===== config.mk =====
export PLATFORM = sky130hd
export DESIGN_NAME = mlp_window_flat
export DESIGN_NICKNAME = d
export VERILOG_FILES = /design/src/rtl/mlp_window_pkg.sv /design/src/rtl/mlp_window_if.sv /design/src/rtl/mlp_window_valid_delay.sv /design/src/rtl/mlp_window.sv /design/src/flat_wrapper.sv
export SDC_FILE = /design/constraint.sdc
export NUM_CORES = 1
export LEC_CHECK = 0
export CAP_MARGIN = 20
export CELL_PAD_IN_SITES_DETAIL_PLACEMENT = 1
export CELL_PAD_IN_SITES_GLOBAL_PLACEMENT = 2
export CORE_MARGIN = 5
export CORE_UTILIZATION = 30
export CTS_CLUSTER_DIAMETER = 40
export DETAILED_ROUTE_END_ITERATION = 10
export GPL_TIMING_DRIVEN = 0
export PLACE_DENSITY = 0.87
export SYNTH_ARGS = -nofsm -noshare
export SYNTH_HDL_FRONTEND = slang
export SYNTH_SLANG_ARGS = --single-unit
export TNS_END_PERCENT = 1

===== constraint.sdc =====
create_clock -name clk -period 12.9 [get_ports clk]
set_input_delay 2.58 -clock clk [delete_from_list [all_inputs] [get_ports clk]]
set_output_delay 2.58 -clock clk [all_outputs]
set_load 0.1 [all_outputs]

===== src/rtl/mlp_window_pkg.sv =====
// mlp_pkg: shared widths, tap type, FSM states and sample conversion for the MLP front end
package mlp_pkg;
  localparam int N1_DEF = 98;
  localparam int W_X_DEF = 4;
  localparam int W_S_DEF = 8;
  typedef enum logic {FILL, RUN} state_t;
  typedef struct packed {
    logic pol;
    logic [W_X_DEF-1:0] mag;
  } tap_t;
  // widen by one bit so the most negative sample has a representable magnitude
  function automatic tap_t to_sign_mag(input logic [W_S_DEF-1:0] x);
    logic [W_S_DEF:0] a;
    logic [W_S_DEF:0] lim;
    lim = (W_S_DEF+1)'(2**(W_X_DEF-1)-1);
    a = x[W_S_DEF-1] ? -{1'b1, x} : {1'b0, x};
    return '{pol: x[W_S_DEF-1], mag: (a > lim) ? lim[W_X_DEF-1:0] : a[W_X_DEF-1:0]};
  endfunction
endpackage


===== src/rtl/mlp_window_if.sv =====
// mlp_window_if: signed sample stream handshake into the MLP window
interface mlp_window_if #(parameter int W_S = 8);
  logic [W_S-1:0] data;
  logic valid;
  logic ready;
  modport master(output data, valid, input ready);
  modport slave(input data, valid, output ready);
endinterface


===== src/rtl/mlp_window_valid_delay.sv =====
// valid_delay: fixed-latency pulse delay line with async reset and sync clear
module valid_delay #(parameter int LAT = 12) (
  input  logic clk,
  input  logic rst,
  input  logic clr,
  input  logic din,
  output logic dout
);
  logic [LAT-1:0] sr;
  // one bit per cycle of latency so back-to-back pulses travel independently
  always_ff @(posedge clk or posedge rst)
    if (rst) sr <= '0;
    else sr <= clr ? '0 : LAT'({sr, din});
  assign dout = sr[LAT-1];
endmodule


===== src/rtl/mlp_window.sv =====
// mlp_window: sign-magnitude sliding window feeding the MLP, with an aligned output valid
module mlp_window
  import mlp_pkg::*;
#(
  parameter int N1 = N1_DEF,
  parameter int W_X = W_X_DEF,
  parameter int W_S = W_S_DEF,
  parameter int STRIDE = 1,
  parameter int LAT = 12
) (
  input  logic                 clk,
  input  logic                 rst,
  input  logic                 flush,
  mlp_window_if.slave          s,
  output logic [N1/2*W_X-1:0]  in_mag,
  output logic [N1/2-1:0]      in_pol,
  output logic                 win_valid,
  output logic                 y_valid
);
  localparam int D = N1 / 2;
  localparam int FW = $clog2(D + 1);
  localparam int SW = $clog2(STRIDE + 1);
  localparam logic [FW-1:0] FILL_LAST = FW'(D - 1);
  localparam logic [SW-1:0] STRIDE_LAST = SW'(STRIDE - 1);
  state_t state_q, state_d;
  logic [FW-1:0] fill_q, fill_d;
  logic [SW-1:0] stride_q, stride_d;
  logic rdy_q, win_d, acc;
  logic [W_S-1:0] sample;
  tap_t [D-1:0] taps;
  assign s.ready = rdy_q & ~flush;
  assign acc = s.valid & s.ready;
  assign sample = s.data;
  // next state, counters and the window-complete strobe
  always_comb begin
    state_d = state_q;
    fill_d = fill_q;
    stride_d = stride_q;
    win_d = 1'b0;
    if (flush) begin
      state_d = FILL;
      fill_d = '0;
      stride_d = '0;
    end else if (acc && state_q == FILL) begin
      fill_d = fill_q + 1'b1;
      win_d = fill_q == FILL_LAST;
      state_d = win_d ? RUN : FILL;
      stride_d = '0;
    end else if (acc) begin
      win_d = stride_q == STRIDE_LAST;
      stride_d = win_d ? '0 : stride_q + 1'b1;
    end
  end
  // control registers; ready rises on the first edge after reset releases
  always_ff @(posedge clk or posedge rst)
    if (rst) begin
      state_q <= FILL;
      fill_q <= '0;
      stride_q <= '0;
      rdy_q <= 1'b0;
      win_valid <= 1'b0;
    end else begin
      state_q <= state_d;
      fill_q <= fill_d;
      stride_q <= stride_d;
      rdy_q <= 1'b1;
      win_valid <= win_d;
    end
  // oldest sample falls out of tap 0, newest enters the top tap; taps hold between accepts
  always_ff @(posedge clk or posedge rst)
    if (rst) taps <= '0;
    else if (flush) taps <= '0;
    else if (acc) taps <= {to_sign_mag(sample), taps[D-1:1]};
  for (genvar i = 0; i < D; i++) begin : g_out
    assign in_mag[i*W_X +: W_X] = taps[i].mag;
    assign in_pol[i] = taps[i].pol;
  end
  valid_delay #(.LAT(LAT)) u_dly (
    .clk(clk),
    .rst(rst),
    .clr(flush),
    .din(win_valid),
    .dout(y_valid)
  );
endmodule

===== src/flat_wrapper.sv =====
// flat-port wrapper written by rule: the top's interface ports become plain ports
module mlp_window_flat import mlp_pkg::*;
#(
  parameter int N1 = N1_DEF,
  parameter int W_X = W_X_DEF,
  parameter int W_S = W_S_DEF,
  parameter int STRIDE = 1,
  parameter int LAT = 12
)
  (clk, rst, flush, in_mag, in_pol, win_valid, y_valid, s_data, s_valid, s_ready);
  mlp_window_if #(.W_S(W_S)) s_i ();
  input  logic clk;
  input  logic rst;
  input  logic flush;
  output logic [N1/2*W_X-1:0] in_mag;
  output logic [N1/2-1:0] in_pol;
  output logic win_valid;
  output logic y_valid;
  input wire logic [$bits(s_i.data)-1:0] s_data;
  input wire logic [$bits(s_i.valid)-1:0] s_valid;
  output wire logic [$bits(s_i.ready)-1:0] s_ready;
  assign s_i.data = s_data;
  assign s_i.valid = s_valid;
  assign s_ready = s_i.ready;
  mlp_window #(.N1(N1), .W_X(W_X), .W_S(W_S), .STRIDE(STRIDE), .LAT(LAT)) u_core (.clk(clk), .rst(rst), .flush(flush), .s(s_i), .in_mag(in_mag), .in_pol(in_pol), .win_valid(win_valid), .y_valid(y_valid));
endmodule

==> results of run 1 <==
## area by class of cell
| type | count | area share, % |
|---|---|---|
| plain buffers | 83 | 3.55 |
| clock buffers | 58 | 8.25 |
| clock inverters | 23 | 1.53 |
| inverters | 6 | 0.195 |
| multi-input cells | 785 | 22.2 |
| flip-flops and latches | 266 | 43.3 |
| well taps | 461 | 3.75 |
| repair buffers | 261 | 17.2 |
## worst max-delay path, cell delays in order
cell and delay [ps]:
clkdlybuf4s50_1 490, nor2b_2 230, clkdlybuf4s50_1 1170
## placed cells by master (no fill, tap or decap), types with 2 or more instances in the layout
cell type,count
a21oi_1,5
a31oi_1,3
and3_1,3
buf_1,6
buf_16,2
buf_2,28
buf_4,5
buf_6,24
bufinv_16,3
clkbuf_1,26
clkbuf_16,47
clkbuf_8,5
clkdlybuf4s50_1,259
clkinv_2,8
clkinv_4,4
clkinvlp_4,2
dfrtp_1,266
ha_1,3
inv_1,4
inv_6,5
inv_8,2
mux2i_1,2
nand2_1,485
nand3_1,241
nand4_1,4
nor2_1,11
nor2b_1,13
nor3_1,2
o21ai_0,2
xnor2_1,2
xor2_1,4
## sequential cells by signal, indices dropped and copies added (netlist names)
register          cells
u_core.rdy_q          1
u_core.state_q        1
u_core.fill_q         6
u_core.win_valid      1
u_core.in_pol        49
u_core.u_dly.sr      12
u_core.in_mag       196
## power groups by stage
| stage | combinational [mW] | clock, mW | sequential [mW] |
|---|---|---|---|
| 3_5_place_dp | 0.0946 | 0 | 0.853 |
| 3_3_place_gp | 0.0916 | 0 | 0.854 |
| 4_1_cts | 0.0951 | 1.22 | 0.839 |
| 5_1_grt | 0.102 | 1.26 | 0.839 |
| 6_report | 0.0924 | 1.19 | 0.839 |
| 2_1_floorplan | 0.0504 | 0 | 0.864 |
## worst max-delay path by stage
| stage | start | endpoint | slack, ps | cells past startpoint |
|---|---|---|---|---|
| 2_1_floorplan | rst | u_core.fill_q[0] | 2990 | 1 |
| 3_3_place_gp | rst | u_core.in_pol[38] | -760 | 2 |
| 3_5_place_dp | flush | s_ready | 5820 | 3 |
| 4_1_cts | flush | s_ready | 5810 | 3 |
| 5_1_grt | flush | s_ready | 5790 | 3 |
| 6_report | flush | s_ready | 5840 | 3 |
## kinds of logic after synthesis
logic type | count (synthesis) | synth area share, %
AO/OA/AOI/OAI | 10 | 0.506
XOR/XNOR | 6 | 0.494
adder cells (fa/ha/maj) | 3 | 0.353
buffers and inverters | 89 | 5.34
flip-flops | 266 | 62.6
multiplexers | 2 | 0.188
other | 1 | 0.0353
AND/OR/NAND/NOR | 763 | 30.5
## metrics by stage
| step | utilization [%] | TNS, ps | area [um^2] | worst slack [ps] | hold slack [ps] |
|---|---|---|---|---|---|
| global route | 43.5 | 0 | 15400 | 5790 | 484 |
| finish | 43.5 | 0 | 15400 | 5840 | 464 |
| CTS | 43.5 | 0 | 15400 | 5810 | 470 |
| global placement | 39.1 | -194880 | 13800 | -764 | 450 |
| floorplan | - | 0 | 10600 | 2990 | 439 |
| detailed placement | 39.3 | 0 | 13900 | 5820 | 453 |
## layer usage
layer  wire, um  track usage (%)  vias up
li1           -                -     4304
met1      14800             22.4     4489
met2      16000             28.0      219
met3       2700             6.11       43
met4        587             4.21        0
met5          0                0        -
==> impl_metrics.toml, run 1 <==
[clocking]
cts.htree.levels = 2
cts_tree = "built"
cts-buffers-inserted = 45
holdBufCountCts = 0
clock_latency_ps = 550
cts.clk_slew.worst_paths_ps = 50
clk_root_buffer_cell = "clkbuf_16"
clk_path_buf_depth = 3
post_cts_buffers = 0
clock_sinks = 266
cts_resized = 0

[finish]
layout.cells.non_filler = 1943
n_fill_cell = 4044
seq_area_um2 = 6660
drive_above_1_share_pct = 9.38
finalNetCount = 1463
diodes = 0
areaGrowthSynthToFinish_pct = 44.5
multi_input_area_um2 = 3410

[setup_path]
r2r-end = "u_core.in_mag[72]"
path_max_fanout = 4
critPathArrivalTime_ps = 4480
r2r_start = "u_core.rdy_q"
startpoint_type = "input port"
r2r_cells = 6
path_class = "input port to output pin"
r2r_slack_ps = 11320
worstSetupEndpointType = "output pin"
cp_data_required_time_ps = 10320

[power]
p_sw_mw = 0.503
power.density_nw_per_um2 = 138
leakagePower_nw = 7.80
netSwitchingFraction_pct = 23.7
internal_power_mw = 1.62
peakVddDrop_v = 0.0000923
power_frac_comb_pct = 4.4
clock_power_share_pct = 56.0
seqPwrFrac_pct = 39.6
p_total_mw = 2.12

[sta]
hold_viol = 0
rsz0062_at_grt = "false"
finalSetupViolCount = 0
clock_skew_ps = 14.4
worst_pin_slew_ps = 1090
fmax_ghz = 0.142
finalCritPeriodShare_pct = 54.7
drv_slew = 0
max-slew-margin-rel_pct = 27.1
period_needed_ps = 7060

[synthesis]
synth_cells = 1140
ys_ff_latch = 266
synth_top_cell_area_share_pct = 62.6
synth_edf_count = 0
yosys-top-cells-area = "dfrtp_1 63%, nand2_1 17%, nand3_1 11%"
synthTopCellsByCount = "485 x nand2_1, 266 x dfrtp_1, 241 x nand3_1"
synth-seq-area-share_pct = 62.6
yosysMostFrequentCell = "nand2_1"
avgSynthCellArea_um2 = 9.33
synth.distinct_cells = 27
synth_nets = 1155
ys.flop_type = "dfrtp_1"
yosys_warnings = 0
async_reset_ff_share_pct = 100
yosysTopAreaCell = "dfrtp_1"
syn-cell-area_um2 = 10600

[placement]
place_hpwl_mm = 23.4
portBuffers = 259
place_congestion = 0.786
dp.cells = 1862

[floorplanning]
pin_count = 260
row_count = 69
die_x_um = 198
core_um2 = 35300
die-area_um2 = 39300
die_y_um = 198
initial_core_util_pct = 30.1

[grt]
grt_pass1_wl_mm = 54.8
antenna_found_initial = 0
groute.usage.overall_pct = 17.3
grt_pass1_vias = 9851
grt_max_degree = 122
grt_overflow = 0

[detailed_routing]
vias = 9055
firstDrtPassIters = 4
vias_per_cell = 4.66
drc = 0
first_iter_violations = 317
drt-wirelength-per-cell_um = 17.6
routed_wl_mm = 34.1
drtAntennaViolNets = 0

[hold_path]
min_path_type = "flop to flop"
hold_start = "u_core.u_dly.sr[0]"
hold-path-endpoint = "u_core.u_dly.sr[1]"
min_path_cells = 1

[run_status]
status = "complete, no violations"

[job]
cap_viol_max_count = 0
No activity file was read; power rests on OpenSTA's default activity.
==> run 2, diff against run 1 <==
--- a/config.mk
+++ b/config.mk
@@ -9,11 +9,11 @@
 export CELL_PAD_IN_SITES_DETAIL_PLACEMENT = 1
 export CELL_PAD_IN_SITES_GLOBAL_PLACEMENT = 2
 export CORE_MARGIN = 5
-export CORE_UTILIZATION = 30
+export CORE_UTILIZATION = 27
 export CTS_CLUSTER_DIAMETER = 40
 export DETAILED_ROUTE_END_ITERATION = 10
 export GPL_TIMING_DRIVEN = 0
-export PLACE_DENSITY = 0.87
+export PLACE_DENSITY = 0.83
 export SYNTH_ARGS = -nofsm -noshare
 export SYNTH_HDL_FRONTEND = slang
 export SYNTH_SLANG_ARGS = --single-unit
==> constraint.sdc (replaced) <==
create_clock -name clk -period 6 [get_ports clk]
set_input_delay 1.2 -clock clk [delete_from_list [all_inputs] [get_ports clk]]
set_output_delay 1.2 -clock clk [all_outputs]
set_load 0.1 [all_outputs]
==> impl_metrics.toml, run 2 (synthesized netlist as in run 1, its figures left out) <==
[power]
p_total_mw = 4.78
peakVddDrop_v = 0.000210
leakagePower_nw = 7.91
power.density_nw_per_um2 = 304

[finish]
areaGrowthSynthToFinish_pct = 47.7
seq_area_um2 = 6660
drive_above_1_share_pct = 10.6
diodes = 0
layout.cells.non_filler = 2015
utilization_pct = 40.5
final_cell_mix = "485 x nand2_1, 266 x dfrtp_1, 259 x clkdlybuf4s50_1, 241 x nand3_1, 49 x clkbuf_16"
final_common_cell = "nand2_1"
largest_reg_flops = 196
n_fill_cell = 4416
multi_input_area_um2 = 3410
finalNetCount = 1472

[sta]
worst_slack_ps = 1680
worst_pin_slew_ps = 1080
period_needed_ps = 4320
fmax_ghz = 0.231
final.setup.tns_ps = 0
clock_skew_ps = 15.8
hold_viol = 0
finalCritPeriodShare_pct = 72.0
max-slew-margin-rel_pct = 27.6
drv_slew = 0
rsz0062_at_grt = "false"
finalSetupViolCount = 0

[setup_path]
worstSetupEndpointType = "output pin"
cpMaxStageDelayCell = "clkdlybuf4s50_1"
crit_path_frequent_cell = "clkdlybuf4s50_1"
cp_data_required_time_ps = 4800
critPathArrivalTime_ps = 3120
path_max_fanout = 4
path_cells = "clkdlybuf4s50_1, nor2b_2, clkdlybuf4s50_1"
slowest_delay_ps = 1170
startpoint_type = "input port"
path_class = "input port to output pin"

[clocking]
cts.clk_slew.worst_paths_ps = 60
cts.htree.levels = 2
clk_path_buf_depth = 3
clock_latency_ps = 560
holdBufCountCts = 0
clock_sinks = 266
clk_root_buffer_cell = "clkbuf_16"
cts-buffers-inserted = 48
cts_resized = 0
post_cts_buffers = 0
cts_tree = "built"

[grt]
grt_overflow = 0
grt_max_degree = 41
grt_pass1_vias = 9709
groute.usage.overall_pct = 15.7
grt_pass1_wl_mm = 55.8
antenna_found_initial = 0

[detailed_routing]
drt-wirelength-per-cell_um = 17.2
first_iter_violations = 314
vias_per_cell = 4.54
drc = 0
vias = 9139
firstDrtPassIters = 6
drtAntennaViolNets = 0
routed_wl_mm = 34.7

[placement]
dp.cells = 1925
place_hpwl_mm = 24.6
portBuffers = 259
place_congestion = 0.788
dp_slack_ps = 1640

[hold_path]
min_path_type = "flop to flop"

[job]
cap_viol_max_count = 0

[floorplanning]
die_x_um = 208
row_count = 72
die-area_um2 = 43500
die_y_um = 208
initial_core_util_pct = 27.4
core_um2 = 38800
pin_count = 260

[run_status]
status = "complete, no violations"
==> run 2: routing by layer <==
| metal | up-vias | global-route usage, % | part of all wire (%) |
|---|---|---|---|
| met3 | 53 | 5.65 | 7.1 |
| met2 | 217 | 25.1 | 46 |
| met5 | - | 0 | 0 |
| met1 | 4541 | 20.5 | 45 |
| met4 | 0 | 3.92 | 2.2 |
| li1 | 4328 | - | - |
==> run 2: cell type report <==
cell class / count / share of cell area [%]
clock buffer: 56 / 8.35
sequential: 266 / 42.4
inverter: 6 / 0.167
clock inverter: 34 / 2.27
timing repair buffer: 267 / 17.5
buffer: 83 / 3.47
multi-input combinational: 785 / 21.7
tap: 518 / 4.13
==> run 2: report_power, final <==
group,internal [mW],total (mW),switching (mW)
Sequential,1.80,1.81,0.00496
Clock,1.76,2.77,1.00
Combinational,0.0519,0.207,0.155
==> run 2: final timing paths <==
| path | from | to | slack, ps | cells past startpoint |
|---|---|---|---|---|
| max reg2reg | u_core.rdy_q | u_core.in_mag[49] | 4440 | 6 |
| max in group asynchronous | rst | u_core.in_pol[25] | 3870 | 5 |
| min | u_core.u_dly.sr[9] | u_core.u_dly.sr[10] | 480 | 1 |
| min in group asynchronous | rst | u_core.in_mag[4] | 1050 | 2 |
| max | flush | s_ready | 1680 | 3 |
| min reg2reg | u_core.u_dly.sr[9] | u_core.u_dly.sr[10] | 480 | 1 |
==> run 2: worst max-delay path: cells and delay by family <==
family,cells,cell delay [ps]
buf+inv,2,1670
simple gates,1,240
==> run 2: stage by stage <==
step / hold slack (ps) / cell area (um^2)
2_1_floorplan: 439 / 10600
3_3_place_gp: 449 / 13900
3_5_place_dp: 457 / 14000
4_1_cts: 483 / 15700
5_1_grt: 493 / 15700
6_report: 476 / 15700
